### config.mk
export PLATFORM = sky130hd
export DESIGN_NAME = mem_access_ctrl
export DESIGN_NICKNAME = d
export VERILOG_FILES = /design/src/rtl/slc3_pkg.sv /design/src/rtl/mem_access_ctrl_lat_counter.sv /design/src/rtl/mem_access_ctrl.sv
export SDC_FILE = /design/constraint.sdc
export NUM_CORES = 1
export LEC_CHECK = 0
export ABC_AREA = 1
export CAP_MARGIN = 20
export CELL_PAD_IN_SITES_DETAIL_PLACEMENT = 1
export CELL_PAD_IN_SITES_GLOBAL_PLACEMENT = 2
export CORE_MARGIN = 5
export CORE_UTILIZATION = 24
export CTS_BUF_LIST = sky130_fd_sc_hd__clkbuf_8 sky130_fd_sc_hd__clkbuf_16
export CTS_CLUSTER_SIZE = 24
export DETAILED_ROUTE_END_ITERATION = 10
export MAX_ROUTING_LAYER = met4
export PLACE_DENSITY = 0.91
export SYNTH_ARGS = -nofsm -noshare
export SYNTH_HDL_FRONTEND = slang
export SYNTH_SLANG_ARGS = --single-unit
export TNS_END_PERCENT = 30
### constraint.sdc
create_clock -name clk -period 2.2 [get_ports clk]
set_input_delay 0.55 -clock clk [delete_from_list [all_inputs] [get_ports clk]]
set_output_delay 0.55 -clock clk [all_outputs]
set_load 0.03 [all_outputs]
### src/rtl/slc3_pkg.sv
// Shared SLC-3 memory-path types and constants.
// Holds the sequencer state encoding and the width and latency limits.
package slc3_pkg;

  localparam int SLC3_DATA_WIDTH = 16;
  localparam int SLC3_ADDR_WIDTH = 16;
  localparam int MEM_LAT_MAX     = 15;
  localparam int LAT_CNT_W       = 4;

  typedef enum logic [1:0] {
    IDLE,
    READ,
    WRITE,
    RESP
  } mem_state_t;

endpackage

### src/rtl/mem_access_ctrl_lat_counter.sv
// Loadable 4-bit down-counter with zero flag, async active-low reset.
// Ports: clk, reset, i_load/i_load_val load, i_dec decrement, o_zero flag.
module lat_counter
  import slc3_pkg::*;
(
  input  logic                 clk,
  input  logic                 reset,
  input  logic                 i_load,
  input  logic [LAT_CNT_W-1:0] i_load_val,
  input  logic                 i_dec,
  output logic                 o_zero
);

  logic [LAT_CNT_W-1:0] r_count;

  always_ff @(posedge clk or negedge reset) begin
    if (!reset) begin
      r_count <= '0;
    end else if (i_load) begin
      r_count <= i_load_val;
    end else if (i_dec && (r_count != '0)) begin
      r_count <= r_count - 1'b1;
    end
  end

  assign o_zero = (r_count == '0);

endmodule

### src/rtl/mem_access_ctrl.sv
// Memory-access sequencer: valid/ready request in, valid/ready response out.
// Ports: req_* request, rsp_* response, mem_* memory port, busy status.
module mem_access_ctrl
  import slc3_pkg::*;
#(
  parameter int DATA_WIDTH    = SLC3_DATA_WIDTH,
  parameter int ADDR_WIDTH    = SLC3_ADDR_WIDTH,
  parameter int READ_LATENCY  = 1,
  parameter int WRITE_LATENCY = 1
) (
  input  logic                  clk,
  input  logic                  reset,
  input  logic                  req_valid,
  output logic                  req_ready,
  input  logic                  req_we,
  input  logic [ADDR_WIDTH-1:0] req_addr,
  input  logic [DATA_WIDTH-1:0] req_wdata,
  output logic                  rsp_valid,
  input  logic                  rsp_ready,
  output logic [DATA_WIDTH-1:0] rsp_rdata,
  output logic                  rsp_was_write,
  input  logic [DATA_WIDTH-1:0] mem_rdata,
  output logic [DATA_WIDTH-1:0] mem_wdata,
  output logic [ADDR_WIDTH-1:0] mem_addr,
  output logic                  mem_mem_ena,
  output logic                  mem_wr_ena,
  output logic                  busy
);

  generate
    if ((READ_LATENCY < 1) || (READ_LATENCY > MEM_LAT_MAX) ||
        (WRITE_LATENCY < 1) || (WRITE_LATENCY > MEM_LAT_MAX)) begin : g_bad_lat
      $error("mem_access_ctrl: latency out of range 1..15");
    end
  endgenerate

  localparam logic [LAT_CNT_W-1:0] RD_LOAD = LAT_CNT_W'(READ_LATENCY - 1);
  localparam logic [LAT_CNT_W-1:0] WR_LOAD = LAT_CNT_W'(WRITE_LATENCY - 1);

  mem_state_t r_state;
  mem_state_t w_state_nxt;

  logic                  r_rsp_valid;
  logic [DATA_WIDTH-1:0] r_rsp_rdata;
  logic                  r_rsp_was_write;
  logic [DATA_WIDTH-1:0] r_mem_wdata;
  logic [ADDR_WIDTH-1:0] r_mem_addr;
  logic                  r_mem_ena;
  logic                  r_mem_wr;
  logic                  r_we;

  logic                  w_acc;
  logic                  w_rsp_hs;
  logic                  w_cnt_zero;
  logic                  w_load;
  logic [LAT_CNT_W-1:0]  w_load_val;
  logic                  w_dec;
  logic                  w_cap_rd;
  logic                  w_ent_resp;
  logic                  w_ena_d;
  logic                  w_wr_d;

  assign req_ready = (r_state == IDLE);
  assign busy      = (r_state != IDLE);
  assign w_acc     = req_valid & req_ready;
  assign w_rsp_hs  = r_rsp_valid & rsp_ready;

  lat_counter u_lat (
    .clk        (clk),
    .reset      (reset),
    .i_load     (w_load),
    .i_load_val (w_load_val),
    .i_dec      (w_dec),
    .o_zero     (w_cnt_zero)
  );

  // State register plus the registered outputs it feeds.
  always_ff @(posedge clk or negedge reset) begin
    if (!reset) begin
      r_state         <= IDLE;
      r_rsp_valid     <= 1'b0;
      r_rsp_rdata     <= '0;
      r_rsp_was_write <= 1'b0;
      r_mem_wdata     <= '0;
      r_mem_addr      <= '0;
      r_mem_ena       <= 1'b0;
      r_mem_wr        <= 1'b0;
      r_we            <= 1'b0;
    end else begin
      r_state     <= w_state_nxt;
      r_rsp_valid <= (w_state_nxt == RESP);
      r_mem_ena   <= w_ena_d;
      r_mem_wr    <= w_wr_d;
      if (w_acc) begin
        r_mem_addr  <= req_addr;
        r_mem_wdata <= req_wdata;
        r_we        <= req_we;
      end
      if (w_cap_rd) begin
        r_rsp_rdata <= mem_rdata;
      end
      if (w_ent_resp) begin
        r_rsp_was_write <= r_we;
      end
    end
  end

  always_comb begin
    w_state_nxt = r_state;
    unique case (r_state)
      IDLE:        if (w_acc) w_state_nxt = req_we ? WRITE : READ;
      READ, WRITE: if (w_cnt_zero) w_state_nxt = RESP;
      RESP:        if (w_rsp_hs) w_state_nxt = IDLE;
      default:     w_state_nxt = IDLE;
    endcase
  end

  // Next values of the registered strobes and counter controls.
  always_comb begin
    w_load     = w_acc;
    w_load_val = req_we ? WR_LOAD : RD_LOAD;
    w_dec      = (r_state == READ) || (r_state == WRITE);
    w_cap_rd   = (r_state == READ) && w_cnt_zero;
    w_ent_resp = (r_state != RESP) && (w_state_nxt == RESP);
    w_ena_d    = (w_state_nxt == READ) || (w_state_nxt == WRITE);
    w_wr_d     = (w_state_nxt == WRITE);
  end

  assign rsp_valid     = r_rsp_valid;
  assign rsp_rdata     = r_rsp_rdata;
  assign rsp_was_write = r_rsp_was_write;
  assign mem_wdata     = r_mem_wdata;
  assign mem_addr      = r_mem_addr;
  assign mem_mem_ena   = r_mem_ena;
  assign mem_wr_ena    = r_mem_wr;

endmodule

==> results.txt, run 1 <==
- In this run the worst path has a maximum fanout of 4.
* Number of buffers added by the clock tree synthesis step: 9
- TritonCTS built the clock tree.
* First-pass GRT wire length: 12.3 mm
* Avg Inst Size Synth: 8.98 um^2
- Post-placement setup slack: 0.0692 ns
* Die span in x: 112 um
- Vias per std cell: 4.17
* Worst Path Arrival: 1.52 ns
- Total power for the finished layout comes to 0.00610 W.
* Routed Antenna Nets: 0
* PortBufs: 106
- Floorplan die area: 12,500 um^2
- The worst-case IR drop observed on VDD is 569 uV.
- In the post-synthesis netlist, the biggest area contributors are sky130_fd_sc_hd__dfrtp_1 (59%), sky130_fd_sc_hd__nand2_1 (22%), sky130_fd_sc_hd__ha_1 (4.0%).
* Std cell rows: 37
- Cell taking the most area after synthesis: sky130_fd_sc_hd__dfrtp_1
- The library cell used most frequently in the layout, excluding fill and tap cells, is sky130_fd_sc_hd__nand2_1.
- Violation count after the first detailed-route iteration: 51
- The Yosys step of the flow raised 0 warnings.
* Post-synthesis register bit count: 59
* Max-cap violations: 0
- DRC: 0
* Largest stage delay on the critical path: 0.42 ns
* Netlist cell types: 22
- Final-layout worst hold slack: 0.220 ns
- Layout Skew: 0.00720 ns
- In this run the post-CTS setup repair buffer count came out at 0.
- Status: finished clean
* Die H: 112 um
- In the final layout, the share of cells above drive strength 1 is 6.38%.
- The routed layout has 2,200 vias.
- H-tree levels: 3
- The total count of hold-check failures in the final report was 0.
* Kind of capture point of the worst setup path: primary output
- In this run the worst setup path begins at r_state[1]$_DFF_PN0_.
- Final #Nets: 450
* Post-detail-place hpwl: 5.31 mm
- The number of antenna violations at the first check in global routing is 0.
- For the pin with the worst max-slew slack, the measured transition is 0.381 ns.
- Setup slack closes at 0.130 ns.
* Routed Wire Length: 7.26 mm
* Highest Clock Rate: 0.483 GHz
* Clock Path Buffers: 2
* Sequential fraction of the synthesis area: 59.4%
- The number of nets handed over by synthesis was 338.
* Detailed-route wire length per cell: 13.7 um
* GRT Util Overall: 12.5%
* Number of primary I/O pins: 107
- Critical path data required time: 1.65 ns
- The path class of the tightest hold or removal check is in2async.
* Via count of the first global-routing pass: 2,508
* Maximum number of pins on one net before global-route repair: 60
- Summed over its instances, the top area cell type makes up 59.4% of the synthesized netlist area.
- Setup violation total in the final timing report: 0
* Final GP Congestion: 0.712
- Worst rel slew slack: 74.6%
- For the final routed database, the setup TNS stands at 0 ns.
* Standard cell area after detailed placement: 3690 um^2
* Worst-skew pair later-pin latency: 0.33 ns
* Final max-slew violation count: 0
- Setup repair after global routing missed its margin: false
- After layout, the worst path uses 94.1% of the clock period.
- In this run the clock root is driven by a sky130_fd_sc_hd__clkbuf_8.
* Standard cell core area: 10,200 um^2
- Drt first pass iters: 4
- The top cell types in the final layout, fill and taps aside, are sky130_fd_sc_hd__nand2_1 (145), sky130_fd_sc_hd__clkdlybuf4s50_1 (103), sky130_fd_sc_hd__dfrtp_1 (59).
* Critical Setup Path Class: reg2out
- Cell at the slowest stage of the critical path: sky130_fd_sc_hd__dlygate4sd2_1
- Hold buffers post-CTS: 0
* Power density over the cells: 1580 nW/um^2
- For this run the aggregate overflow at the end of global routing stands at 0.
- STA classifies the critical path startpoint as a register.
* Clock slew at reported path FFs: 0.07 ns
* Number of instances in the synthesized netlist: 277
* CP cell instances: inv_1 -> ha_1 -> dlygate4sd2_1
* Area added between synthesis and finish: 55.0%
* Shortest clock period the worst path allows after layout: 2.07 ns
- After routing the design area is 3860 um^2.
- Post-Syn Area: 2490 um^2
- The worst register-to-register path begins at r_state[1]$_DFF_PN0_.
- For this design, the sink count on the clock tree is 59.
* Number of antenna repair diodes: 0
- In this run the static leakage power is 1.86 nW.
- For flop-to-flop paths, the worst setup slack is 0.32 ns.
* Initial core utilization: 24.3%
[cell usage after synthesis]
cell type,number
sky130_fd_sc_hd__nand2_1,145
sky130_fd_sc_hd__a31oi_1,2
sky130_fd_sc_hd__a21oi_1,4
sky130_fd_sc_hd__nor2_4,1
sky130_fd_sc_hd__inv_1,11
sky130_fd_sc_hd__buf_8,1
sky130_fd_sc_hd__xor2_1,1
sky130_fd_sc_hd__buf_4,4
sky130_fd_sc_hd__nand3_1,3
sky130_fd_sc_hd__nand4_1,1
sky130_fd_sc_hd__inv_2,1
sky130_fd_sc_hd__ha_1,8
sky130_fd_sc_hd__nor2_1,3
sky130_fd_sc_hd__nand2_4,1
sky130_fd_sc_hd__nand2_2,1
sky130_fd_sc_hd__o211ai_1,1
sky130_fd_sc_hd__buf_6,1
sky130_fd_sc_hd__o21ai_0,20
sky130_fd_sc_hd__dfrtp_1,59
sky130_fd_sc_hd__clkbuf_1,4
sky130_fd_sc_hd__nor2_8,1
sky130_fd_sc_hd__o21ai_1,4
[final timing paths]
path	cells after the start	endpoint
setup / recovery	3	req_ready
hold / removal	2	rsp_rdata[8]$_DFFE_PN0P_
setup reg to reg	11	rsp_was_write$_DFFE_PN0P_
hold reg to reg	2	mem_addr[0]$_DFFE_PN0N_
max in group asynchronous	2	mem_addr[15]$_DFFE_PN0N_
min in group clk	2	mem_addr[0]$_DFFE_PN0N_
[layer usage]
metal  vias to the layer above  wire, um  GRT usage, %
li1                       1082         -             -
met1                      1058      3120          14.5
met2                        49      3650          20.7
met4                         0       142          4.46
met5                         -         0             -
met3                        11       348          3.70
[state kept, by name, summed over array words and instances, names as in the netlist]
signal / flops
mem_wr_ena: 1
u_lat.r_count: 4
rsp_rdata: 16
mem_addr: 16
rsp_was_write: 1
r_we: 1
mem_mem_ena: 1
rsp_valid: 1
r_state: 2
mem_wdata: 16
[cell families after synthesis]
logic type,Yosys count,synth area share (%)
AOI/OAI and AO/OA,31,6.44
xor gates and xnor gates,1,0.352
adders and majority gates,8,4.02
buffers and inverters,22,4.68
DFF,59,59.4
and+or+nand+nor,156,25.2
[area by class of cell]
class                      instances  area (um^2)
multi-input combinational        196          895
fill                            1185         6370
timing repair buffer             111         1100
clock buffer                      11          151
inverter                          12         45.0
sequential                        59         1480
clock inverter                     3         15.0
tap                              136          170
[stage by stage]
stage	instances	util [%]
CTS	528	37.7
global route	528	37.7
floorplan	277	-
global placement	514	36.1
finish	528	37.7
detailed placement	514	36.1
[timing repair]
action | 4_1_cts | 5_1_grt
endpoints found under the hold margin | 0 | 0
setup endpoints to repair | 2 | 0
gates resized for setup | 2 | 0
[worst max-delay path, delay by kind of cell, from the launching register on]
| kind | cells | cell delay [ns] |
|---|---|---|
| buffers and inverters | 2 | 0.55 |
| flip-flops | 1 | 0.40 |
| adder cells (fa/ha/maj) | 1 | 0.24 |
[power breakdown]
group | switching (W) | total, W | internal (W)
logic | 0.00208 | 0.00335 | 0.00127
registers | 0.000282 | 0.00188 | 0.00160
clock network | 0.000413 | 0.000865 | 0.000452
total | 0.00277 | 0.00610 | 0.00332
Note: power is estimated with default switching activity, not from simulation.
==> inputs of run 2 (changes only) <==
Settings changed: CAP_MARGIN 20 to not set, MAX_ROUTING_LAYER met4 to not set.
==> run 2 against run 1 <==
  * Critical path depth is the same
  * First-iteration DRC count is 14% lower
  * Via count unchanged
  * Register-to-register slack barely moved
  * Setup slack improved by 0.0014 ns
  * Die area unchanged
  * Clock power hardly changed
  * Non-clock buffer count unchanged
  * Largest power group unchanged
  * Global-route usage shrank 0.37 points
  * Final cell count unchanged
==> results.txt, run 2 (synthesis gave the netlist of run 1 again) <==
- Violation count after the first detailed-route iteration: 44 (was 51)
- Std cell rows: 37 (unchanged)
- The layout cell share with drive strength beyond 1 is 6.38% (unchanged).
* Family of cells with the greatest summed delay on the critical path: buffers and inverters (unchanged)
- The detail-routed via count per cell came to 4.17 (unchanged).
- The data arrival at the endpoint of the critical path was 1.52 ns (about the same).
- The class of the most critical hold timing path is in2async (unchanged).
- The power spent charging and discharging nets is 0.00277 W (about the same).
- Internal power contribution: 0.00332 W (about the same)
- The most common cell after layout, fill and taps aside is sky130_fd_sc_hd__nand2_1 (unchanged).
* Via count of the first global-routing pass: 2,507 (was 2,508)
- Setup repair after global routing missed its margin: false (unchanged).
- Clock Path Buffers: 2 (unchanged)
- The root buffer selected by CTS was sky130_fd_sc_hd__clkbuf_8 (unchanged).
- Max-cap violations: 0 (unchanged)
* Die span in x: 112 um (unchanged)
* DRC: 0 (unchanged)
- The clock latency at the later pin of the worst-skew pair is 0.33 ns (about the same).
* Clock tree from TritonCTS: done (unchanged)
* Standard cell core area: 10,200 um^2 (unchanged)
* Final worst path period share: 94.0% (was 94.1%)
* Worst Setup Start Kind: register (unchanged)
- The placer's final routability congestion estimate came to 0.704 (was 0.712).
- First-pass GRT wire length: 12.4 mm (was 12.3 mm)
- Worst-margin pin slew: 0.381 ns (about the same)
- Overflow left after global routing: 0 (unchanged)
- Number of primary I/O pins: 107 (unchanged)
- Routed Wire Length: 7.25 mm (was 7.26 mm)
* Final max-slew violation count: 0 (unchanged)
- Setup TNS Final: 0 ns (unchanged)
- PortBufs: 106 (unchanged)
- Highest Clock Rate: 0.483 GHz (about the same)
- The final design instance area without fill is 3860 um^2 (unchanged).
- The die outline height is 112 um (unchanged).
- Post-layout total power: 0.00610 W (about the same)
- Area added between synthesis and finish: 55.0% (unchanged)
- The final setup violation count is 0 (unchanged).
- Initial core utilization: 24.3% (unchanged)
- The total count of hold-check failures in the final report was 0 (unchanged).
- The maximum number of pins on one net before global-route repair is 60 (unchanged).
- Largest stage delay on the critical path: 0.42 ns (about the same)
- Status: finished clean (unchanged)
* Clock network fraction of total power: 14.2% (about the same)
* Switching Share: 45.5% (about the same)
* Area of the multi-input gates: 895 um^2 (unchanged)
- Power density over the cells: 1580 nW/um^2 (about the same)
- The class of the most critical setup path is reg2out (unchanged).
- Reg power frac: 30.9% (about the same)
- CP cell instances: inv_1 -> ha_1 -> dlygate4sd2_1 (unchanged)
- Number of buffers added by the clock tree synthesis step: 9 (unchanged)
* Count of cells resized by post-cts repair: 2 (unchanged)
- The worst-case vdd ir drop was 569 uV (about the same).
- The depth of the CTS H-tree came to 3 (unchanged).
- The headroom to the max-slew limit was 74.6% (about the same).
- Number of clock sinks: 59 (unchanged)
* Initial antenna violation count: 0 (unchanged)
- Commonest cells after routing, fill and taps aside: sky130_fd_sc_hd__nand2_1 (145), sky130_fd_sc_hd__clkdlybuf4s50_1 (103), sky130_fd_sc_hd__dfrtp_1 (59) (unchanged)
- Critical path data required time: 1.65 ns (about the same)
* GRT Util Overall: 12.2% (was 12.5%)
* Setup Buffers After CTS: 0 (unchanged)
- The slowest library cell on the worst path is sky130_fd_sc_hd__dlygate4sd2_1 (unchanged).
* Clock slew at reported path FFs: 0.07 ns (about the same)
- Shortest clock period the worst path allows after layout: 2.07 ns (about the same)
- The share of total power in combinational logic is 54.9% (about the same).
- The endpoint class of the critical path is a primary output (unchanged).
* Total number of vias: 2,200 (unchanged)
- The number of hold buffers added after cts came to 0 (unchanged).
* Final #Nets: 450 (unchanged)
- The worst path buffer plus inverter count is 2 (unchanged).
* Maximum fanout count along the critical path: 4 (unchanged)
- The number of antenna cells inserted came to 0 (unchanged).
* Number of filler instances in the final layout: 1,185 (unchanged)
- Leakage: 1.86 nW (unchanged)
* Detailed-route wire length per cell: 13.7 um (about the same)
- The total cell area at the placement stage was 3690 um^2 (unchanged).
- Post-detail-place hpwl: 5.31 mm (unchanged)
- Layout Skew: 0.00775 ns (was 0.00720 ns)
- Drt first pass iters: 4 (unchanged)
- FF/Latch Area: 1480 um^2 (unchanged)
* Floorplan die area: 12,500 um^2 (unchanged)
- The remaining antenna violation count is 0 (unchanged).
[run 2: cell counts in the layout (fill, tap and decap cells not counted)]
No cell type changed its count.
[run 2: layout make-up]
cell class | instances | share of cell area [%]
Clock buffer | 11 | 3.93
Clock inverter | 3 | 0.389
Inverter | 12 | 1.17
Multi-Input combinational cell | 196 | 23.2
Sequential cell | 59 | 38.3
Tap cell | 136 | 4.41
Timing Repair Buffer | 111 | 28.6
[run 2: worst reg2reg max path: cells and delay by family, from the launching register on]
kind	cells	cell delay (ns)
AOI/OAI and AO/OA	3	0.31
adders and majority gates	2	0.44
buffers and inverters	2	0.27
DFF	1	0.40
and+or+nand+nor	4	0.38
[run 2: power by group through the flow]
stage / Combinational [W] / Clock, W / Sequential (W)
after global placement: 0.00334 / 0 / 0.00188
after detailed placement: 0.00342 / 0 / 0.00190
after floorplan: 0.00110 / 0 / 0.00279
after CTS: 0.00343 / 0.000902 / 0.00189
after global routing: 0.00365 / 0.000961 / 0.00196
final: 0.00335 / 0.000865 / 0.00188
[run 2: metal layers]
metal / track usage (%) / vias to the layer above / routed length, um
met3: 4.02 / 10 / 390
met5: 0 / - / 0
met4: 4.46 / 0 / 134
met1: 14.2 / 1056 / 3050
met2: 20.8 / 52 / 3680
li1: - / 1082 / -
[run 2: metrics by stage]
step	std cells	hold WS [ns]	util (%)	worst slack (ns)
4_1_cts	528	0.216	37.7	0.0803
2_1_floorplan	277	0.254	-	0.180
3_5_place_dp	514	0.469	36.1	0.0692
3_3_place_gp	514	0.463	36.1	0.136
6_report	528	0.222	37.7	0.131
5_1_grt	528	0.233	37.7	0.0138
[run 2: path summary, 6_finish.rpt]
| path | cells past startpoint | start | to | slack [ns] |
|---|---|---|---|---|
| min in group clk | 2 | mem_addr[0]$_DFFE_PN0N_ | mem_addr[0]$_DFFE_PN0N_ | 0.48 |
| min | 2 | reset | rsp_rdata[8]$_DFFE_PN0P_ | 0.22 |
| min reg2reg | 2 | mem_addr[0]$_DFFE_PN0N_ | mem_addr[0]$_DFFE_PN0N_ | 0.48 |
| max reg2reg | 11 | r_state[1]$_DFF_PN0_ | rsp_was_write$_DFFE_PN0P_ | 0.32 |
| max in group asynchronous | 2 | reset | mem_addr[15]$_DFFE_PN0N_ | 1.71 |
| max | 3 | r_state[1]$_DFF_PN0_ | req_ready | 0.13 |
==> inputs of run 3 (changes only) <==
Settings changed: SLEW_MARGIN set to 30.
==> results of run 3 <==
Same layout as run 2: the final DEF is identical, and so are final timing and power.
